### src/rtl/au_seq.sv
// au_seq: single-outstanding command sequencer for the arithmetic unit.
// Issues one start pulse per accepted command, waits for done (bounded), returns result + tag.
module au_seq #(
  parameter int unsigned W       = 24,
  parameter int unsigned FRAC    = 14,
  parameter int unsigned TIMEOUT = 63,
  parameter int unsigned TAGW    = 4
) (
  input  logic            clk,
  input  logic            rst_n,
  input  logic            cmd_valid,
  output logic            cmd_ready,
  input  logic [1:0]      cmd_op,
  input  logic [1:0]      cmd_ysel,
  input  logic [W-1:0]    cmd_r,
  input  logic [W-1:0]    cmd_s,
  input  logic [W-1:0]    cmd_imm,
  input  logic [TAGW-1:0] cmd_tag,
  output logic            au_start,
  output logic [1:0]      au_op_sel,
  output logic [1:0]      au_mul_y_sel,
  output logic [W-1:0]    au_R,
  output logic [W-1:0]    au_S,
  output logic [W-1:0]    au_Iimm,
  input  logic [W-1:0]    au_result,
  input  logic            au_done,
  input  logic            au_busy,
  output logic            rsp_valid,
  input  logic            rsp_ready,
  output logic [W-1:0]    rsp_data,
  output logic [TAGW-1:0] rsp_tag,
  output logic            rsp_err
);

  localparam int unsigned CNT_W = (TIMEOUT < 1) ? 1 : $clog2(TIMEOUT + 1);

  // The result format must leave at least one integer bit beside the sign.
  if (FRAC >= W - 1) begin : g_frac_chk
    $error("au_seq: FRAC must be smaller than W-1");
  end

  typedef enum logic [1:0] {
    S_IDLE  = 2'd0,
    S_ISSUE = 2'd1,
    S_WAIT  = 2'd2,
    S_RESP  = 2'd3
  } state_e;

  state_e          state_q, state_d;
  logic [CNT_W-1:0] wait_cnt_q, wait_cnt_d;
  logic            au_start_q, au_start_d;
  logic [1:0]      op_q, op_d;
  logic [1:0]      ysel_q, ysel_d;
  logic [W-1:0]    r_q, r_d;
  logic [W-1:0]    s_q, s_d;
  logic [W-1:0]    imm_q, imm_d;
  logic            rsp_valid_q, rsp_valid_d;
  logic [W-1:0]    rsp_data_q, rsp_data_d;
  logic [TAGW-1:0] rsp_tag_q, rsp_tag_d;
  logic            rsp_err_q, rsp_err_d;

  // Held low through reset so upstream never sees a handshake while the block is held.
  assign cmd_ready = rst_n && (state_q == S_IDLE) && !au_busy;

  always_comb begin
    state_d     = state_q;
    wait_cnt_d  = wait_cnt_q;
    au_start_d  = 1'b0;
    op_d        = op_q;
    ysel_d      = ysel_q;
    r_d         = r_q;
    s_d         = s_q;
    imm_d       = imm_q;
    rsp_valid_d = rsp_valid_q;
    rsp_data_d  = rsp_data_q;
    rsp_tag_d   = rsp_tag_q;
    rsp_err_d   = rsp_err_q;

    case (state_q)
      S_IDLE: begin
        if (cmd_valid && cmd_ready) begin
          op_d       = cmd_op;
          ysel_d     = cmd_ysel;
          r_d        = cmd_r;
          s_d        = cmd_s;
          imm_d      = cmd_imm;
          rsp_tag_d  = cmd_tag;
          au_start_d = 1'b1;
          state_d    = S_ISSUE;
        end
      end
      S_ISSUE: begin
        wait_cnt_d = '0;
        state_d    = S_WAIT;
      end
      S_WAIT: begin
        // done beats the timeout when both land in the same cycle
        if (au_done) begin
          rsp_data_d  = (au_result[W-2:0] == '0) ? '0 : au_result;
          rsp_err_d   = 1'b0;
          rsp_valid_d = 1'b1;
          state_d     = S_RESP;
        end else if (wait_cnt_q == CNT_W'(TIMEOUT)) begin
          rsp_data_d  = '0;
          rsp_err_d   = 1'b1;
          rsp_valid_d = 1'b1;
          state_d     = S_RESP;
        end else begin
          wait_cnt_d = wait_cnt_q + CNT_W'(1);
        end
      end
      S_RESP: begin
        if (rsp_ready) begin
          rsp_valid_d = 1'b0;
          state_d     = S_IDLE;
        end
      end
      default: state_d = S_IDLE;
    endcase
  end

  always_ff @(posedge clk or negedge rst_n) begin
    if (!rst_n) begin
      state_q     <= S_IDLE;
      wait_cnt_q  <= '0;
      au_start_q  <= 1'b0;
      op_q        <= '0;
      ysel_q      <= '0;
      r_q         <= '0;
      s_q         <= '0;
      imm_q       <= '0;
      rsp_valid_q <= 1'b0;
      rsp_data_q  <= '0;
      rsp_tag_q   <= '0;
      rsp_err_q   <= 1'b0;
    end else begin
      state_q     <= state_d;
      wait_cnt_q  <= wait_cnt_d;
      au_start_q  <= au_start_d;
      op_q        <= op_d;
      ysel_q      <= ysel_d;
      r_q         <= r_d;
      s_q         <= s_d;
      imm_q       <= imm_d;
      rsp_valid_q <= rsp_valid_d;
      rsp_data_q  <= rsp_data_d;
      rsp_tag_q   <= rsp_tag_d;
      rsp_err_q   <= rsp_err_d;
    end
  end

  assign au_start     = au_start_q;
  assign au_op_sel    = op_q;
  assign au_mul_y_sel = ysel_q;
  assign au_R         = r_q;
  assign au_S         = s_q;
  assign au_Iimm      = imm_q;
  assign rsp_valid    = rsp_valid_q;
  assign rsp_data     = rsp_data_q;
  assign rsp_tag      = rsp_tag_q;
  assign rsp_err      = rsp_err_q;

endmodule

### config.mk
export PLATFORM = sky130hd
export DESIGN_NAME = au_seq
export DESIGN_NICKNAME = d
export VERILOG_FILES = /design/src/rtl/au_seq.sv
export SDC_FILE = /design/constraint.sdc
export NUM_CORES = 1
export LEC_CHECK = 0
export CAP_MARGIN = 25
export CORE_MARGIN = 8
export CORE_UTILIZATION = 37
export CTS_CLUSTER_SIZE = 25
export DETAILED_ROUTE_END_ITERATION = 6
export PLACE_DENSITY = 0.77
export SYNTH_ARGS = -nofsm -noshare
export SYNTH_HDL_FRONTEND = slang
export SYNTH_SLANG_ARGS = --single-unit
### constraint.sdc
create_clock -name clk -period 1.7 [get_ports clk]
set_input_delay 0.34 -clock clk [delete_from_list [all_inputs] [get_ports clk]]
set_output_delay 0.34 -clock clk [all_outputs]
set_load 0.005 [all_outputs]
-- Word-level counts from Yosys, hierarchy flattened
Cells that the tools add are included.
- add/subtract/negate cells: 1
- multipliers: 0
- divide/modulo/power cells: 0
- $lt $le $gt $ge: 0
- eq/ne operators: 9
- shift operators: 0
- mux-type cells: 18
- bitwise gates (word level): 0
- reductions and logical operators: 14
- operators by type and width (kind ; number):
    two-way mux 24 bit ; 3
    logical NOT 23 bit ; 1
    two-way mux 6 bit ; 2
    case mux 6 bit (2 select lines) ; 1
    AND reduction 3 bit ; 3
    two-way mux 2 bit ; 4
    case mux 2 bit (4 select lines) ; 1
    adder 6 x 1 -> 6 bit (second input constant) ; 1
    equality test 6 bit (second input constant) ; 1
    two-way mux 1 bit ; 6
    inequality test 2 bit (second input constant) ; 3
    nonzero test 2 bit ; 3
    equality test 2 bit (second input constant) ; 2
    AND reduction 2 bit ; 2
    logical AND 1 bit ; 3
    inequality test 3 bit (second input constant) ; 1
    equality test 2 x 1 -> 1 bit (second input constant) ; 1
    logical NOT 2 bit ; 1
    inequality test 2 x 1 -> 1 bit (second input constant) ; 1
    case mux 1 bit (2 select lines) ; 1
    logical NOT 1 bit ; 1
- bits in registers: 115
- latch bits: 0
- RAM bits: 0
- ROM bits: 0
- bits of input ports: 110
- memories: 0

-- Depth between registers and ports, before layout
Gate-level depths: netlist (run 1).
- depth in word-level cells: 6
- depth in mapped cells: 6

-- Worst setup path before layout (run 1)
OpenSTA, ideal clock, no wires.
- kind: reg-to-reg
- start point: register state_q[0]
- end point: register state_q[1]
- library setup time: 125 ps
- arrival: 1503 ps
- data required time: 1575 ps
- slack: 72 ps
- cell stages (with the launch flop): 7
- buffers on the path: 0
- period minus slack after synthesis: 1628 ps
- path through: dfrtp_1 inv_1 ha_1 and2b_2 o21ai_4 nor2b_4 mux2_4
- word-level cells in the longest chain between the ends: 6
- elaborated cells on any way between the ends: 12
- those cells by class: eq/ne: 6; mux: 1; reduce/logical: 5
- ends and longest elaborated chain (element ; RTL line ; RTL):
    from (decl) ; 49 ; state_e state_q, state_d;
    from (signal assigned) ; 137 ; state_q <= state_d;
    logical NOT 2 bit ; 63, 79 ;
    logical AND 1 bit (2 in a row) ; 63 ; assign cmd_ready = rst_n && (state_q == S_IDLE) && !au_busy;
    logical AND 1 bit ; 81 ; if (cmd_valid && cmd_ready) begin
    inequality test 2 x 1 -> 1 bit (no source line) ; n/a ;
    AND reduction 3 bit (no source line) ; n/a ;
Parallel ways exist; a longest one is shown, timed or not.
A chain may end at the register's enable or synchronous reset.

-- Worst setup path in the final report (run 1)
- start point: register state_q[0]
- end point: register r_q[6], in the netlist au_R[6]
- word-level cells in the longest chain between the ends: 5
- ends and longest elaborated chain (element ; RTL line ; RTL):
    logical NOT 2 bit (*) ; 63, 79 ;
    logical AND 1 bit (2 in a row) ; 63 ;
    logical AND 1 bit ; 81 ;
    AND reduction 2 bit (no source line) (*) ; n/a ;
    to (signal assigned) ; 142 ; r_q <= r_d;
    to (decl) ; 54 ; logic [W-1:0] r_q, r_d;
Mark *: on every way between the ends. The rest lies on a longest branch, timed or not.

==> results.py, run 1 <==
metrics = {
    "logic_synthesis": {
        "mux_contribution_to_synthesized_area_pct": 20.26,
        "synth_compound_area_share_pct": 7.200,
        "mappedNetlistNets": 409,
        "commonest_cells_post_synth": "dfrtp_1 (115), mux2_2 (72), a22o_1 (24)",
        "synth_cells": 293,
        "synth-adder-area-share_pct": 1.642,
        "synth.avg_cell_area_sq_um": 15.60,
        "dominantRegCellSynth": "dfrtp_1",
        "yosysMostFrequentCell": "dfrtp_1",
        "synth_edf_count": 0,
        "fraction_of_synthesized_cell_area_taken_by_the_top_area_cell_type_pct": 62.96,
        "synth.area.top_cells": "dfrtp_1 (63%), mux2_2 (18%), a22o_1 (4.6%)",
        "synth_top_family_by_area": "multiplexers",
        "synth_seq_area_share_pct": 62.96,
        "netlist.top_cell.by_area": "dfrtp_1",
        "ys_ff_latch": 115,
        "synth_warnings": 0,
        "synthArstFlopShare_pct": 100.0,
        "ys_types": 39,
        "synth_cell_area_sq_mm": 0.004571,
        "synth_xor_area_share_pct": 0,
        "post_synth_and_or_nand_nor_area_fraction_pct": 4.763,
    },
    "global_routing": {
        "globalRouteMet1Util_pct": 18.60,
        "globalRoute.totalOverflow": 0,
        "grt_busiest_layer": "met2",
        "gr-usage-all-layers_pct": 17.25,
        "grt_pass1_wl_mm": 21.33,
        "grt_pass1_vias": 3906,
        "global_route.usage.met3_pct": 9.193,
        "grt_max_degree": 116,
        "met2_usage_pct": 28.00,
        "antenna_violations_before_repair": 0,
    },
    "routing": {
        "num_vias": 3495,
        "routed_via_density": 4.814,
        "detail_routed_net_length_per_standard_cell_microns": 19.84,
        "detail_route.drc_violations": 0,
        "drtPass1Iterations": 4,
        "initialDrtViolationCount": 141,
        "totalWireLength_mm": 14.41,
        "antenna_violating_nets_post_route": 0,
    },
    "pwr": {
        "fin_total_pwr_mw": 13.90,
        "leakagePower_nw": 3.646,
        "cellPowerDensity_mw_per_mm2": 1737,
        "vdd.ir_drop.worst_v": 0.0008414,
    },
    "clocking": {
        "cts_htree_levels": 4,
        "path_clk_slew_ps": 50,
        "cts_tree": "done",
        "clk_latency_ps": 400,
        "cts-buffers-inserted": 17,
        "cts-root-buf": "clkbuf_16",
        "ctsHoldBuffers": 0,
        "cts_sinks": 115,
        "max-clock-path-buffers": 2,
    },
    "finish": {
        "drive_gt1_share_pct": 27.60,
        "final_core_utilization_pct": 66.33,
        "fillerInstances": 897,
        "design.final.nets": 664,
        "fin_cells": 726,
        "area_growth_pct": 75.03,
        "final_cell_area_sq_mm": 0.008000,
        "antennaDiodeCount": 0,
    },
    "placed_design": {
        "io_buffers": 217,
        "routabilityCongestion": 0.7846,
        "post-place-cells": 684,
        "place_area_sq_mm": 0.007017,
        "place_ws_ps": -240.6,
        "hpwlAfterDp_mm": 9.711,
    },
    "timing": {
        "grt_setup_unrepaired": "yes",
        "holdWs_ps": 19.66,
        "final_max_tran_viols": 0,
        "post-route-min-period_ps": 1732,
        "worst_slew_margin_rel_pct": 57.34,
        "max_slew.worst_pin.slew_ps": 639.9,
        "post-route-period-util_pct": 101.9,
        "totalNegativeSetupSlack_ps": -831.6,
        "worst_slack_ps": -32.25,
        "hold_violations": 0,
        "fin_skew_ps": 4.919,
        "finalSetupViolations": 50,
        "timing.fmax_ghz": 0.5773,
    },
    "floorplan": {
        "fp-row-count": 40,
        "io-pin-count": 218,
        "die_area_sq_mm": 0.01617,
        "floorplan.die.height_microns": 127.1,
        "die_x_microns": 127.1,
        "effective_utilization_at_floorplan_pct": 37.89,
        "core_area_sq_mm": 0.01206,
    },
    "critical_path": {
        "required_ps": 1970,
        "number_of_cells_on_the_worst_reg_to_reg_path": 7,
        "critical_path.max_fanout": 18,
        "worst_setup_path_startpoint": "state_q[0]",
        "crit_end": "au_R[6]",
        "setup.reg_to_reg.worst_slack_ps": -30,
        "worstSetupPathType": "reg2reg",
        "start_kind": "register",
        "cp-end-kind": "register",
        "worstPathArrival_ps": 2000,
        "critical_path.reg2reg.endpoint": "au_R[6]",
        "crit-reg2reg-launch": "state_q[0]",
    },
    "status": {
        "run_status": "finished with violations",
        "failing_checks": "setup timing",
    },
    "run": {
        "drv_cap": 0,
    },
    "min_path": {
        "worst_hold_check_path_type": "in2async",
    },
}
[worst min path at each step]
stage / from / end / slack (ps) / cells after the start
global placement: au_Iimm[11] / au_Iimm[11] / 470 / 1
floorplan: rst_n / au_Iimm[0] / 40 / 0
global route: rst_n / state_q[0] / 90 / 2
finish: rst_n / state_q[0] / 20 / 2
CTS: rst_n / au_S[22] / 80 / 2
detailed placement: au_R[6] / au_R[6] / 480 / 1
[kinds of logic after synthesis]
group / after synthesis
DFF: 115
muxes: 82
AOI/OAI and AO/OA: 40
and+or+nand+nor: 32
buffers and inverters: 18
adders and majority gates: 6
[final cells by class]
| cell class | count | area [sq um] | share of cell area (%) |
|---|---|---|---|
| clock inverters | 5 | 75.07 | 0.9384 |
| inverters | 5 | 18.77 | 0.2346 |
| well taps | 168 | 210.2 | 2.627 |
| repair buffers | 248 | 2552 | 31.90 |
| multi-input cells | 161 | 1764 | 22.05 |
| clock buffers | 24 | 501.7 | 6.272 |
| flip-flops and latches | 115 | 2878 | 35.97 |
[worst max-delay path, stage by stage (launching register included)]
cell	delay, ps
dfrtp_1	360
inv_2	60
ha_4	160
and3b_2	200
buf_6	120
nand2_8	130
clkbuf_16	220
mux2_1	340
[repair_timing]
action | in CTS | in global routing
buffers inserted | 9 | 3
gates cloned | 4 | 2
pin swaps | 3 | 8
setup endpoints to repair | 69 | 111
gates resized for setup | 29 | 44
[layout by cell type, fill, tap and decap left out, types with 3 or more instances in the layout]
cell	netlist	routed
clkbuf_16	0	18
buf_4	0	18
buf_6	10	6
nand3_1	6	6
nor4_1	5	5
dfrtp_1	115	115
buf_12	0	4
clkinv_2	0	3
mux2_2	72	37
clkbuf_8	0	5
inv_1	5	3
buf_16	0	3
a22o_1	24	24
nand2_1	4	4
ha_1	6	4
o21ai_0	5	3
mux2_4	1	41
o21ai_4	1	3
clkdlybuf4s50_1	0	213
o211ai_1	3	3
mux2_1	8	3
[flip-flops by register name (all words and copies together), names as in the netlist]
name          flops
au_R             24
state_q           2
rsp_data         24
wait_cnt_q        6
rsp_tag           4
au_op_sel         2
au_S             24
rsp_valid         1
au_mul_y_sel      2
rsp_err           1
au_start          1
au_Iimm          24
[per-layer routing]
metal  vias up  wire length, microns
met4         0                   281
met1      1727                  5673
met5         -                     0
met3        21                  1518
li1       1581                     -
met2       166                  6934
[power by group]
part	switching, mW	leakage [nW]	internal [mW]
logic	1.78	1.94	3.94
clock network	1.12	0.288	2.32
registers	0.727	1.42	4.02
Power figures use the tool's default switching activity.
==> run 2: changes to the inputs <==
CTS_CLUSTER_DIAMETER = 80   (was unset)
clock period = 1.55 ns   (was 1.7 ns; I/O delays follow)
==> run 2 against run 1 <==
  * The flow still finishes with violations (setup timing)
  * Worst setup slack worse by 110 ps
  * Flip-flop and latch count stayed put
  * Register-to-register slack lost 110 ps
  * Non-clock buffer count up 9
  * Sequential share of layout area decreased by 0.74 points
==> results.py, run 2 (same netlist as run 1, synthesis figures left out) <==
metrics = {
    "pwr": {
        "cellPowerDensity_mw_per_mm2": 1880,
        "portion_of_total_power_attributed_to_combinational_logic_pct": 35.8,
        "switchingPower_mw": 4.088,
        "vdd.ir_drop.worst_v": 0.0009613,
        "fin_total_pwr_mw": 15.36,
        "power.share.switching_pct": 26.62,
        "internal_power_mw": 11.27,
        "leakagePower_nw": 3.989,
        "power_share_of_the_clock_group_pct": 30.6,
        "power_frac_seq_pct": 33.6,
    },
    "clocking": {
        "max-clock-path-buffers": 2,
        "clk_latency_ps": 410,
        "cts_tree": "done",
        "cts-root-buf": "clkbuf_16",
        "cts-buffers-inserted": 17,
        "cts_htree_levels": 4,
        "path_clk_slew_ps": 50,
        "cts_sinks": 115,
        "ctsHoldBuffers": 0,
    },
    "routing": {
        "detail_route.drc_violations": 0,
        "initialDrtViolationCount": 169,
        "drtPass1Iterations": 5,
        "detail_routed_net_length_per_standard_cell_microns": 19.63,
        "routed_via_density": 4.827,
        "num_vias": 3562,
        "totalWireLength_mm": 14.49,
        "antenna_violating_nets_post_route": 0,
    },
    "global_routing": {
        "globalRoute.totalOverflow": 0,
        "grt_max_degree": 116,
        "grt_pass1_wl_mm": 21.40,
        "gr-usage-all-layers_pct": 17.07,
        "antenna_violations_before_repair": 0,
        "grt_pass1_vias": 3841,
    },
    "timing": {
        "totalNegativeSetupSlack_ps": -9194,
        "max_slew.worst_pin.slew_ps": 615.5,
        "post-route-min-period_ps": 1695,
        "fin_skew_ps": 5.944,
        "finalSetupViolations": 110,
        "worst_slew_margin_rel_pct": 58.96,
        "final_max_tran_viols": 0,
        "holdWs_ps": 93.44,
        "hold_violations": 0,
        "worst_slack_ps": -144.6,
        "timing.fmax_ghz": 0.5901,
        "post-route-period-util_pct": 109.3,
        "grt_setup_unrepaired": "yes",
    },
    "status": {
        "failing_checks": "setup timing",
        "run_status": "finished with violations",
    },
    "floorplan": {
        "fp-row-count": 40,
        "die_x_microns": 127.1,
        "floorplan.die.height_microns": 127.1,
        "die_area_sq_mm": 0.01617,
        "effective_utilization_at_floorplan_pct": 37.89,
        "core_area_sq_mm": 0.01206,
        "io-pin-count": 218,
    },
    "critical_path": {
        "cp-end-kind": "register",
        "required_ps": 1840,
        "critical_path.max_fanout": 3,
        "cp_num_buf_inv": 3,
        "cpLargestDelayFamily": "simple AND/OR/NAND/NOR gates",
        "worstPathArrival_ps": 1980,
        "start_kind": "register",
        "slowest_stage": "dfrtp_1",
        "worstSetupPathType": "reg2reg",
        "cell_chain_of_the_critical_path": "inv_2, buf_4, buf_6, ha_4, and2b_2, o21ai_4, nor2b_4, mux2_4",
        "critical_path.max_stage_delay_ps": 360,
    },
    "finish": {
        "fillerInstances": 892,
        "drive_gt1_share_pct": 30.00,
        "antennaDiodeCount": 0,
        "area_growth_pct": 78.73,
        "final_core_utilization_pct": 67.73,
        "mostFrequentLayoutCells": "dfrtp_1 (115), clkdlybuf4s50_1 (108), dlygate4sd2_1 (107), mux2_2 (41), mux2_4 (39)",
        "design.final.nets": 673,
        "layout_commonest_cell": "dfrtp_1",
    },
    "run": {
        "drv_cap": 0,
    },
    "placed_design": {
        "io_buffers": 217,
        "place_ws_ps": -317.4,
        "routabilityCongestion": 0.7352,
        "hpwlAfterDp_mm": 9.564,
    },
    "min_path": {
        "worst_hold_check_path_type": "in2async",
    },
}
## run 2: cell types whose count changed in the layout (fill, tap and decap cells not counted), sizes merged
| cell | delta |
|---|---|
| o21ai | -1 |
| dlymetal6s2s | -2 |
| clkbuf | -1 |
| dlygate4sd2 | +107 |
| buf | +6 |
| clkinv | -1 |
| clkdlybuf4s50 | -105 |
| bufinv | +5 |
| clkinvlp | +3 |
| nand2 | +1 |
## run 2: power by group through the flow
stage          clock [mW]  combinational (mW)  sequential, mW
4_1_cts              4.80                5.19            5.14
3_5_place_dp            0                5.68            5.19
6_report             4.70                5.50            5.16
2_1_floorplan           0                1.81            5.24
3_3_place_gp            0                5.53            5.12
5_1_grt              4.93                5.92            5.32
## run 2: tightest hold or removal path, delay by kind of cell
kind     cells  cell delay [ps]
buf+inv      3              650
## run 2: worst paths after layout
kind,start,end,slack [ps],depth (start not counted)
hold / removal,rst_n,au_R[10],90,3
setup / recovery,state_q[0],state_q[1],-140,8
min in group clk,au_S[21],au_S[21],490,1
hold reg to reg,au_S[21],au_S[21],490,1
setup reg to reg,state_q[0],state_q[1],-140,8
max in group asynchronous,rst_n,au_Iimm[10],980,3
## run 2: area by class of cell
cell class              count  area [sq um]  share of cell area (%)
well taps                 168         210.2                   2.573
flip-flops and latches    115          2878                   35.23
inverters                   5         18.77                  0.2297
clock inverters            12         250.2                   3.063
clock buffers              20         466.7                   5.713
multi-input cells         161          1762                   21.57
repair buffers            257          2584                   31.63
## run 2: through the flow
stage	cell area [sq um]	std cells
6_report	8169	738
5_1_grt	8169	738
4_1_cts	7910	727
3_5_place_dp	7067	690
3_3_place_gp	7067	690
2_1_floorplan	4576	293
## run 2: per-layer routing
metal	share of wire, %	global-route usage [%]
met1	41	19.06
met2	49	28.25
met3	8.7	7.696
met4	1.3	6.088
met5	0	0
## run 2: what timing repair did
item | in CTS | in global routing
buffers inserted | 2 | 5
endpoints found under the setup margin | 207 | 110
cloned | 3 | 6
resized for setup | 158 | 22
pin swaps | 3 | 28
==> run 3: changes to the inputs <==
CTS_CLUSTER_DIAMETER = unset   (was 80)
==> results of run 3 <==
No change in the layout: final DEF, timing and power equal those of run 2.
